==> config.mk <==
export PLATFORM = sky130hd
export DESIGN_NAME = aud_dsp_flat
export DESIGN_NICKNAME = d
export VERILOG_FILES = /design/src/rtl/aud_dsp_if.sv /design/src/rtl/aud_dsp.sv /design/src/flat_wrapper.sv
export SDC_FILE = /design/constraint.sdc
export NUM_CORES = 1
export LEC_CHECK = 0
export CORE_MARGIN = 3
export CORE_UTILIZATION = 49
export DETAILED_ROUTE_END_ITERATION = 8
export PLACE_DENSITY = 0.82
export SETUP_SLACK_MARGIN = 0.02
export SLEW_MARGIN = 20
export SYNTH_ARGS = -nofsm -noshare
export SYNTH_HDL_FRONTEND = slang
export SYNTH_SLANG_ARGS = --single-unit
==> constraint.sdc <==
create_clock -name i_clk -period 4.1 [get_ports i_clk]
set_input_delay 0.82 -clock i_clk [delete_from_list [all_inputs] [get_ports i_clk]]
set_output_delay 0.82 -clock i_clk [all_outputs]
set_load 0.01 [all_outputs]
==> src/rtl/aud_dsp_if.sv <==
// Sample bus between the playback DSP, the SRAM read port and the I2S player.
// Signal names are from the DSP's point of view. The master modport is the DSP;
// the slave modport is the SRAM/DAC side.
interface aud_dsp_if;
  logic [19:0] o_sram_addr;  // SRAM read address
  logic [15:0] i_sram_data;  // SRAM read data, valid one cycle after the address
  logic [15:0] o_dac_data;   // signed output sample
  logic        o_valid;      // one-cycle strobe: o_dac_data updated
  logic        o_done;       // one-cycle pulse: end of recording reached

  modport master (
    output o_sram_addr,
    input  i_sram_data,
    output o_dac_data,
    output o_valid,
    output o_done
  );

  modport slave (
    input  o_sram_addr,
    output i_sram_data,
    input  o_dac_data,
    input  o_valid,
    input  o_done
  );
endinterface

==> src/rtl/aud_dsp.sv <==
// aud_dsp: playback sample processor for the voice recorder.
// Emits one sample per DAC LR frame from SRAM. It supports normal, fast (skip) and
// slow (hold or linear interpolation) speeds.
// Build option: define AUD_DSP_LININT_EN to enable linear interpolation for i_slow_1.
// When it is left undefined, there is no multiplier or divider, and i_slow_1 acts as
// a zero-order hold, exactly like i_slow_0.
module aud_dsp (
  input  logic        i_clk,
  input  logic        i_rst_n,
  input  logic        i_daclrck,
  input  logic        i_start,
  input  logic        i_pause,
  input  logic        i_stop,
  input  logic        i_fast,
  input  logic        i_slow_0,
  input  logic        i_slow_1,
  input  logic [2:0]  i_speed,
  input  logic [19:0] i_end_addr,
  aud_dsp_if.master   io_bus,
  output logic [2:0]  o_state
);

  typedef enum logic [2:0] {
    StIdle  = 3'd0,
    StWait  = 3'd1,
    StFetch = 3'd2,
    StCalc  = 3'd3,
    StPause = 3'd4
  } state_e;

  // State and datapath registers
  state_e      r_state;
  logic        r_lrck_q1;
  logic        r_lrck_q2;
  logic [19:0] r_addr;
  logic [15:0] r_prev;
  logic [15:0] r_cur;
  logic [2:0]  r_k;
  logic        r_end_pend;  // last in-range sample already emitted
  logic [15:0] r_dac;
  logic        r_valid;
  logic        r_done;

  // Next-state values
  state_e      w_state_d;
  logic [19:0] w_addr_d;
  logic [15:0] w_prev_d;
  logic [15:0] w_cur_d;
  logic [2:0]  w_k_d;
  logic        w_end_pend_d;
  logic [15:0] w_dac_d;
  logic        w_valid_d;
  logic        w_done_d;

  // Decoded mode and arithmetic
  logic        w_fall;
  logic        w_is_fast;
  logic        w_is_slow;
  logic [3:0]  w_n;
  logic [2:0]  w_k_eff;
  logic        w_advance;
  logic [20:0] w_step;
  logic [20:0] w_next_addr;
  logic        w_past_end;
  logic [15:0] w_out;

  // LR clock edge detector: a frame starts when the registered copy goes 1 -> 0
  always_ff @(posedge i_clk or negedge i_rst_n) begin
    if (!i_rst_n) begin
      r_lrck_q1 <= 1'b0;
      r_lrck_q2 <= 1'b0;
    end else begin
      r_lrck_q1 <= i_daclrck;
      r_lrck_q2 <= r_lrck_q1;
    end
  end

  assign w_fall = r_lrck_q2 & ~r_lrck_q1;

  // Mode decode. Priority is fast > slow_1 > slow_0 > normal.
  always_comb begin
    w_is_fast = i_fast;
    w_is_slow = ~i_fast & (i_slow_0 | i_slow_1);
    w_n       = {1'b0, i_speed} + 4'd1;
    // If N shrank mid-slow and k is now past its end, treat k as N-1 and advance.
    w_k_eff   = (r_k >= i_speed) ? i_speed : r_k;
    w_advance = ~w_is_slow | (w_k_eff == i_speed);
    // Normal mode steps by 1, as does slow mode when it advances.
    w_step      = w_is_fast ? {17'd0, w_n} : 21'd1;
    // The 21-bit compare keeps the end check correct near the top of the address space.
    w_next_addr = {1'b0, r_addr} + w_step;
    w_past_end  = w_next_addr > {1'b0, i_end_addr};
  end

`ifdef AUD_DSP_LININT_EN
  logic [3:0]         w_wk;
  logic [3:0]         w_wp;
  logic signed [19:0] w_sum;
  logic [15:0]        w_interp;

  // Linear interpolation: (prev*(N-k) + cur*k) / N, truncating toward zero
  always_comb begin
    w_wk     = {1'b0, w_k_eff};
    w_wp     = w_n - w_wk;
    w_sum    = $signed({{4{r_prev[15]}}, r_prev}) * $signed({16'd0, w_wp})
             + $signed({{4{r_cur[15]}}, r_cur}) * $signed({16'd0, w_wk});
    w_interp = 16'(w_sum / $signed({16'd0, w_n}));
  end

  // Output sample select: interpolate for slow_1 only
  always_comb begin
    w_out = (~i_fast & i_slow_1) ? w_interp : r_cur;
  end
`else
  // Output sample select: every mode emits the current sample (hold in slow modes)
  always_comb begin
    w_out = r_cur;
  end
`endif

  // Playback FSM next-state and datapath update
  always_comb begin
    w_state_d    = r_state;
    w_addr_d     = r_addr;
    w_prev_d     = r_prev;
    w_cur_d      = r_cur;
    w_k_d        = r_k;
    w_end_pend_d = r_end_pend;
    w_dac_d      = r_dac;
    w_valid_d    = 1'b0;
    w_done_d     = 1'b0;

    if (r_state != StIdle && i_stop) begin
      // Stop wins over pause and start that arrive in the same cycle.
      w_state_d    = StIdle;
      w_addr_d     = 20'd0;
      w_prev_d     = 16'd0;
      w_k_d        = 3'd0;
      w_end_pend_d = 1'b0;
      w_dac_d      = 16'd0;
    end else begin
      case (r_state)
        StIdle: begin
          w_addr_d     = 20'd0;
          w_prev_d     = 16'd0;
          w_k_d        = 3'd0;
          w_end_pend_d = 1'b0;
          w_dac_d      = 16'd0;
          if (i_start) w_state_d = StWait;
        end

        StWait: begin
          if (i_pause) begin
            w_state_d = StPause;
            w_dac_d   = 16'd0;
          end else if (w_fall) begin
            w_state_d = StFetch;
          end
        end

        StFetch: begin
          if (i_pause) begin
            w_state_d = StPause;
            w_dac_d   = 16'd0;
          end else begin
            w_cur_d   = io_bus.i_sram_data;
            w_state_d = StCalc;
          end
        end

        StCalc: begin
          if (i_pause) begin
            // The result of this frame is dropped. Address, k and prev are kept.
            w_state_d = StPause;
            w_dac_d   = 16'd0;
          end else if (r_end_pend) begin
            // The final sample went out on the previous frame, so finish now.
            w_state_d    = StIdle;
            w_done_d     = 1'b1;
            w_addr_d     = 20'd0;
            w_prev_d     = 16'd0;
            w_k_d        = 3'd0;
            w_end_pend_d = 1'b0;
            w_dac_d      = 16'd0;
          end else begin
            w_state_d = StWait;
            w_valid_d = 1'b1;
            w_dac_d   = w_out;
            if (w_advance) begin
              w_k_d    = 3'd0;
              w_prev_d = r_cur;
              // Hold the address rather than wrap; the next frame reports done.
              if (w_past_end) w_end_pend_d = 1'b1;
              else            w_addr_d     = w_next_addr[19:0];
            end else begin
              w_k_d = w_k_eff + 3'd1;
            end
          end
        end

        StPause: begin
          w_dac_d = 16'd0;
          if (i_start) w_state_d = StWait;
        end

        default: begin
          w_state_d = StIdle;
        end
      endcase
    end
  end

  // State and datapath registers with asynchronous reset
  always_ff @(posedge i_clk or negedge i_rst_n) begin
    if (!i_rst_n) begin
      r_state    <= StIdle;
      r_addr     <= 20'd0;
      r_prev     <= 16'd0;
      r_cur      <= 16'd0;
      r_k        <= 3'd0;
      r_end_pend <= 1'b0;
      r_dac      <= 16'd0;
      r_valid    <= 1'b0;
      r_done     <= 1'b0;
    end else begin
      r_state    <= w_state_d;
      r_addr     <= w_addr_d;
      r_prev     <= w_prev_d;
      r_cur      <= w_cur_d;
      r_k        <= w_k_d;
      r_end_pend <= w_end_pend_d;
      r_dac      <= w_dac_d;
      r_valid    <= w_valid_d;
      r_done     <= w_done_d;
    end
  end

  assign io_bus.o_sram_addr = r_addr;
  assign io_bus.o_dac_data  = r_dac;
  assign io_bus.o_valid     = r_valid;
  assign io_bus.o_done      = r_done;
  assign o_state            = r_state;

endmodule

==> src/flat_wrapper.sv <==
// flat-port wrapper written by rule: the top's interface ports become plain ports
module aud_dsp_flat 
  (i_clk, i_rst_n, i_daclrck, i_start, i_pause, i_stop, i_fast, i_slow_0, i_slow_1, i_speed, i_end_addr, o_state, io_bus_o_sram_addr, io_bus_i_sram_data, io_bus_o_dac_data, io_bus_o_valid, io_bus_o_done);
  aud_dsp_if io_bus_i ();
  input  logic i_clk;
  input  logic i_rst_n;
  input  logic i_daclrck;
  input  logic i_start;
  input  logic i_pause;
  input  logic i_stop;
  input  logic i_fast;
  input  logic i_slow_0;
  input  logic i_slow_1;
  input  logic [2:0] i_speed;
  input  logic [19:0] i_end_addr;
  output logic [2:0] o_state;
  output wire logic [$bits(io_bus_i.o_sram_addr)-1:0] io_bus_o_sram_addr;
  input wire logic [$bits(io_bus_i.i_sram_data)-1:0] io_bus_i_sram_data;
  output wire logic [$bits(io_bus_i.o_dac_data)-1:0] io_bus_o_dac_data;
  output wire logic [$bits(io_bus_i.o_valid)-1:0] io_bus_o_valid;
  output wire logic [$bits(io_bus_i.o_done)-1:0] io_bus_o_done;
  assign io_bus_o_sram_addr = io_bus_i.o_sram_addr;
  assign io_bus_i.i_sram_data = io_bus_i_sram_data;
  assign io_bus_o_dac_data = io_bus_i.o_dac_data;
  assign io_bus_o_valid = io_bus_i.o_valid;
  assign io_bus_o_done = io_bus_i.o_done;
  aud_dsp u_core (.i_clk(i_clk), .i_rst_n(i_rst_n), .i_daclrck(i_daclrck), .i_start(i_start), .i_pause(i_pause), .i_stop(i_stop), .i_fast(i_fast), .i_slow_0(i_slow_0), .i_slow_1(i_slow_1), .i_speed(i_speed), .i_end_addr(i_end_addr), .io_bus(io_bus_i), .o_state(o_state));
endmodule
==> metrics.md, run 1 <==
| Metric | Value |
|---|---|
| Data arrival, critical path | `4.48 ns` |
| Main synth FF type | `dfrtp_1` |
| Die width | `90.5 um` |
| Clk_skew | `0.00730 ns` |
| Crit end category | `flip-flop` |
| Hold_buf cts | `0` |
| Failing checks | `negative setup slack` |
| Worst VDD drop | `198 uV` |
| Mapped Area | `3500 um2` |
| Placed Instances | `523` |
| Fmax | `234 MHz` |
| Total CTS buffers | `9` |
| Final period utilization | `104%` |
| DPL Wire Length | `6350 um` |
| Async SR Flop Fraction | `100%` |
| Antenna cells | `0` |
| Vias | `3069` |
| Max-cap violation count | `0` |
| Top delay family on crit path | `compound AO/OA/AOI/OAI gates` |
| Longest Clk Path Bufs | `2` |
| Full die area | `8190 um2` |
| Hold_ws | `0.385 ns` |
| Routability Congestion | `0.856` |
| GRT Overall Usage | `23.0%` |
| Die Y | `90.5 um` |
| Status | `finished, violations left` |
| Req. time, crit path | `4.31 ns` |
| First-pass GRT wire length | `15200 um` |
| Crit Path Max Fanout | `8` |
| Pre-CTS WS | `-0.948 ns` |
| Met1 Wirelength | `4070 um` |
| RSZ-0062 raised after global routing | `true` |
| Non-Filler Instances | `548` |
| EDFF count, synth | `0` |
| Largest net degree at the start of global routing | `50` |
| Core ar. | `6870 um2` |
| Fin worst setup slack | `-0.173 ns` |
| Clock Latency Late Sink | `0.33 ns` |
| Average wire per cell in the routed design | `17.9 um` |
| Port bufs | `88` |
| Vias per cell | `5.60` |
| Slew Limit Fails | `0` |
| Commonest non-fill, non-tap cell in the layout | `clkdlybuf4s50_1` |
| 1st-iter DRT viols | `158` |
| Post-Synthesis Cells | `322` |
| Min cycle time layout | `4.27 ns` |
| Critical-path cell list | `buf_6 > ha_4 > and2_4 > fa_2 > a21o_1 > a21oi_2 > nor2_4 > and3_4 > xor2_2 > ha_1 > and4_1 > nand4_1 > nor4_4 > a21oi_2 > buf_4 > o41a_1 > buf_6 > a22o_1` |
| Most frequent cells in the layout | `clkdlybuf4s50_1, dfrtp_1, a22o_1, buf_4, inv_1` |
| Number of remaining DRC errors | `0` |
| CP Launch Type | `input port` |
| Initial antenna violation count | `0` |
| Yosys cell types | `46` |
| DR pass1 iterations | `4` |
| Syn avg cell area | `10.9 um2` |
| Layout cell share with drive strength beyond 1 | `23.2%` |
| Slew HR | `50.1%` |
| Worst min path class | `flip-flop to flip-flop` |
| Area Overhead vs Synth | `50.7%` |
| Row cnt | `30` |
| Vias in the first global route | `3227` |
| Fin. Hold Viols | `0` |
| CP Buf/Inv Count | `3` |
| Starting Density | `50.9%` |
| Clk root buf | `clkbuf_8` |
| Ys Warns | `0` |
| Placed Instance Area | `4670 um2` |
| GRT overflow | `0` |
| Mapped Nets | `400` |
| CP max stage delay | `0.41 ns` |
| Layout Nets | `525` |
| H-tree levels | `3` |
| Pwr per Cell Area | `308 nW/um2` |
| Synthesized flop and latch total | `63` |
| Total power draw | `1.62 mW` |
| # IOs | `89` |
| Register area share after synthesis | `45.1%` |
| Post-route ant nets | `0` |
| Final setup fails | `20` |
| Met3 WL | `499 um` |
| DR WL met2 | `5100 um` |
| Final instance area | `5270 um2` |
| Worst-path clk slew | `0.07 ns` |
| Leakage Power | `2.50 nW` |
| WL final | `9810 um` |
| TritonCTS clock tree | `done` |
| DR top layer | `met4` |
| Worst Max-Slew Pin Slew | `0.746 ns` |
| Clock net sink count | `63` |
| CP max stage cell | `o41a_1` |
| Crit Path Category | `input port to flip-flop` |
[cell usage after synthesis, drive strengths merged (3+ instances only)]
library cell / instances / area (um2)
dfrtp: 63 / 1580
a22o: 38 / 333
inv: 30 / 113
ha: 29 / 363
a21oi: 18 / 90.1
mux2: 17 / 191
nor2: 17 / 63.8
nand2: 12 / 45.0
xnor2: 12 / 105
xor2: 11 / 96.3
and3: 9 / 76.3
nand3: 8 / 40.0
nor3: 6 / 35.0
o21ai: 6 / 30.0
buf: 5 / 37.5
clkbuf: 5 / 18.8
a21o: 4 / 30.0
nand4: 4 / 25.0
and2: 3 / 18.8
[power breakdown]
part | switching, mW | total [mW] | internal, mW
Combinational | 0.150 | 0.310 | 0.160
Clock | 0.235 | 0.576 | 0.340
Sequential | 0.0510 | 0.738 | 0.687
[worst paths after layout]
path	start	end	slack [ns]	depth (start not counted)
max	i_speed[1]	u_core.io_bus.o_sram_addr[16]$_DFFE_PN0P_	-0.17	18
min	u_core.r_lrck_q1$_DFF_PN0_	u_core.r_lrck_q2$_DFF_PN0_	0.39	0
max reg2reg	u_core.io_bus.o_sram_addr[0]$_DFFE_PN0P_	u_core.io_bus.o_sram_addr[16]$_DFFE_PN0P_	0.15	16
min reg2reg	u_core.r_lrck_q1$_DFF_PN0_	u_core.r_lrck_q2$_DFF_PN0_	0.39	0
max in group asynchronous	i_rst_n	u_core.io_bus.o_dac_data[9]$_DFFE_PN0P_	2.97	2
min in group asynchronous	i_rst_n	u_core.r_cur[4]$_DFFE_PN0P_	0.50	1
[cell type report]
type | count | area, um2
Multi-Input combinational cell | 220 | 2090
Fill cell | 440 | 1600
Sequential cell | 63 | 1580
Timing Repair Buffer | 123 | 1160
Clock buffer | 10 | 128
Tap cell | 96 | 120
Inverter | 30 | 113
Clock inverter | 6 | 85.1
[worst reg2reg max path: cells and delay by family, from the launching register on]
family / cells / cell delay, ns
buffers and inverters: 2 / 0.34
flip-flops: 1 / 0.42
XOR/XNOR: 1 / 0.15
AND/OR/NAND/NOR: 5 / 0.93
AO/OA/AOI/OAI: 5 / 1.14
adder cells (fa/ha/maj): 3 / 0.86
[metal layers]
layer	track usage (%)	vias to the layer above
met1	29.6	1545
li1	-	1408
met3	4.67	13
met4	7.78	0
met2	38.9	103
met5	0	-
[cell families (layout without fill, tap and decap cells)]
kind of cell             Yosys count  in the layout  synth area share, %
AO/OA/AOI/OAI                     77             77                 16.4
XOR/XNOR                          23             23                 5.76
adder cells (fa/ha/maj)           31             31                 11.2
buffers and inverters             40            169                 4.83
flip-flops                        63             63                 45.1
multiplexers                      17             17                 5.47
AND/OR/NAND/NOR                   71             72                 11.2
[per-stage QoR]
stage                     util [%]  setup TNS, ns
after floorplan                  -              0
after global routing          76.7          -5.37
after CTS                     74.1          -1.89
final                         76.7          -2.85
after global placement        67.9         -22.63
after detailed placement      68.0         -18.97
[flip-flops by register name, indices dropped and copies added (netlist names)]
| name | cells |
|---|---|
| u_core.io_bus.o_dac_data | 16 |
| u_core.r_k | 3 |
| u_core.r_lrck_q1 | 1 |
| u_core.io_bus.o_valid | 1 |
| u_core.r_lrck_q2 | 1 |
| u_core.o_state | 3 |
| u_core.r_cur | 16 |
| u_core.io_bus.o_done | 1 |
| u_core.io_bus.o_sram_addr | 20 |
| u_core.r_end_pend | 1 |
[repair_timing]
action                     CTS  global route
resized for setup           52            22
setup endpoints to repair   21            20
setup buffers                4             4
pin swaps                   42            10
cloned                       1             1
Note: power is estimated with default switching activity, not from simulation.
==> run 2: changes to the inputs <==
--- a/config.mk
+++ b/config.mk
@@ -7,6 +7,7 @@
 export LEC_CHECK = 0
 export CORE_MARGIN = 3
 export CORE_UTILIZATION = 49
+export CTS_CLUSTER_SIZE = 28
 export DETAILED_ROUTE_END_ITERATION = 8
 export PLACE_DENSITY = 0.82
 export SETUP_SLACK_MARGIN = 0.02
==> results of run 2 <==
The final DEF is identical to that of run 1; final timing and power are the same.
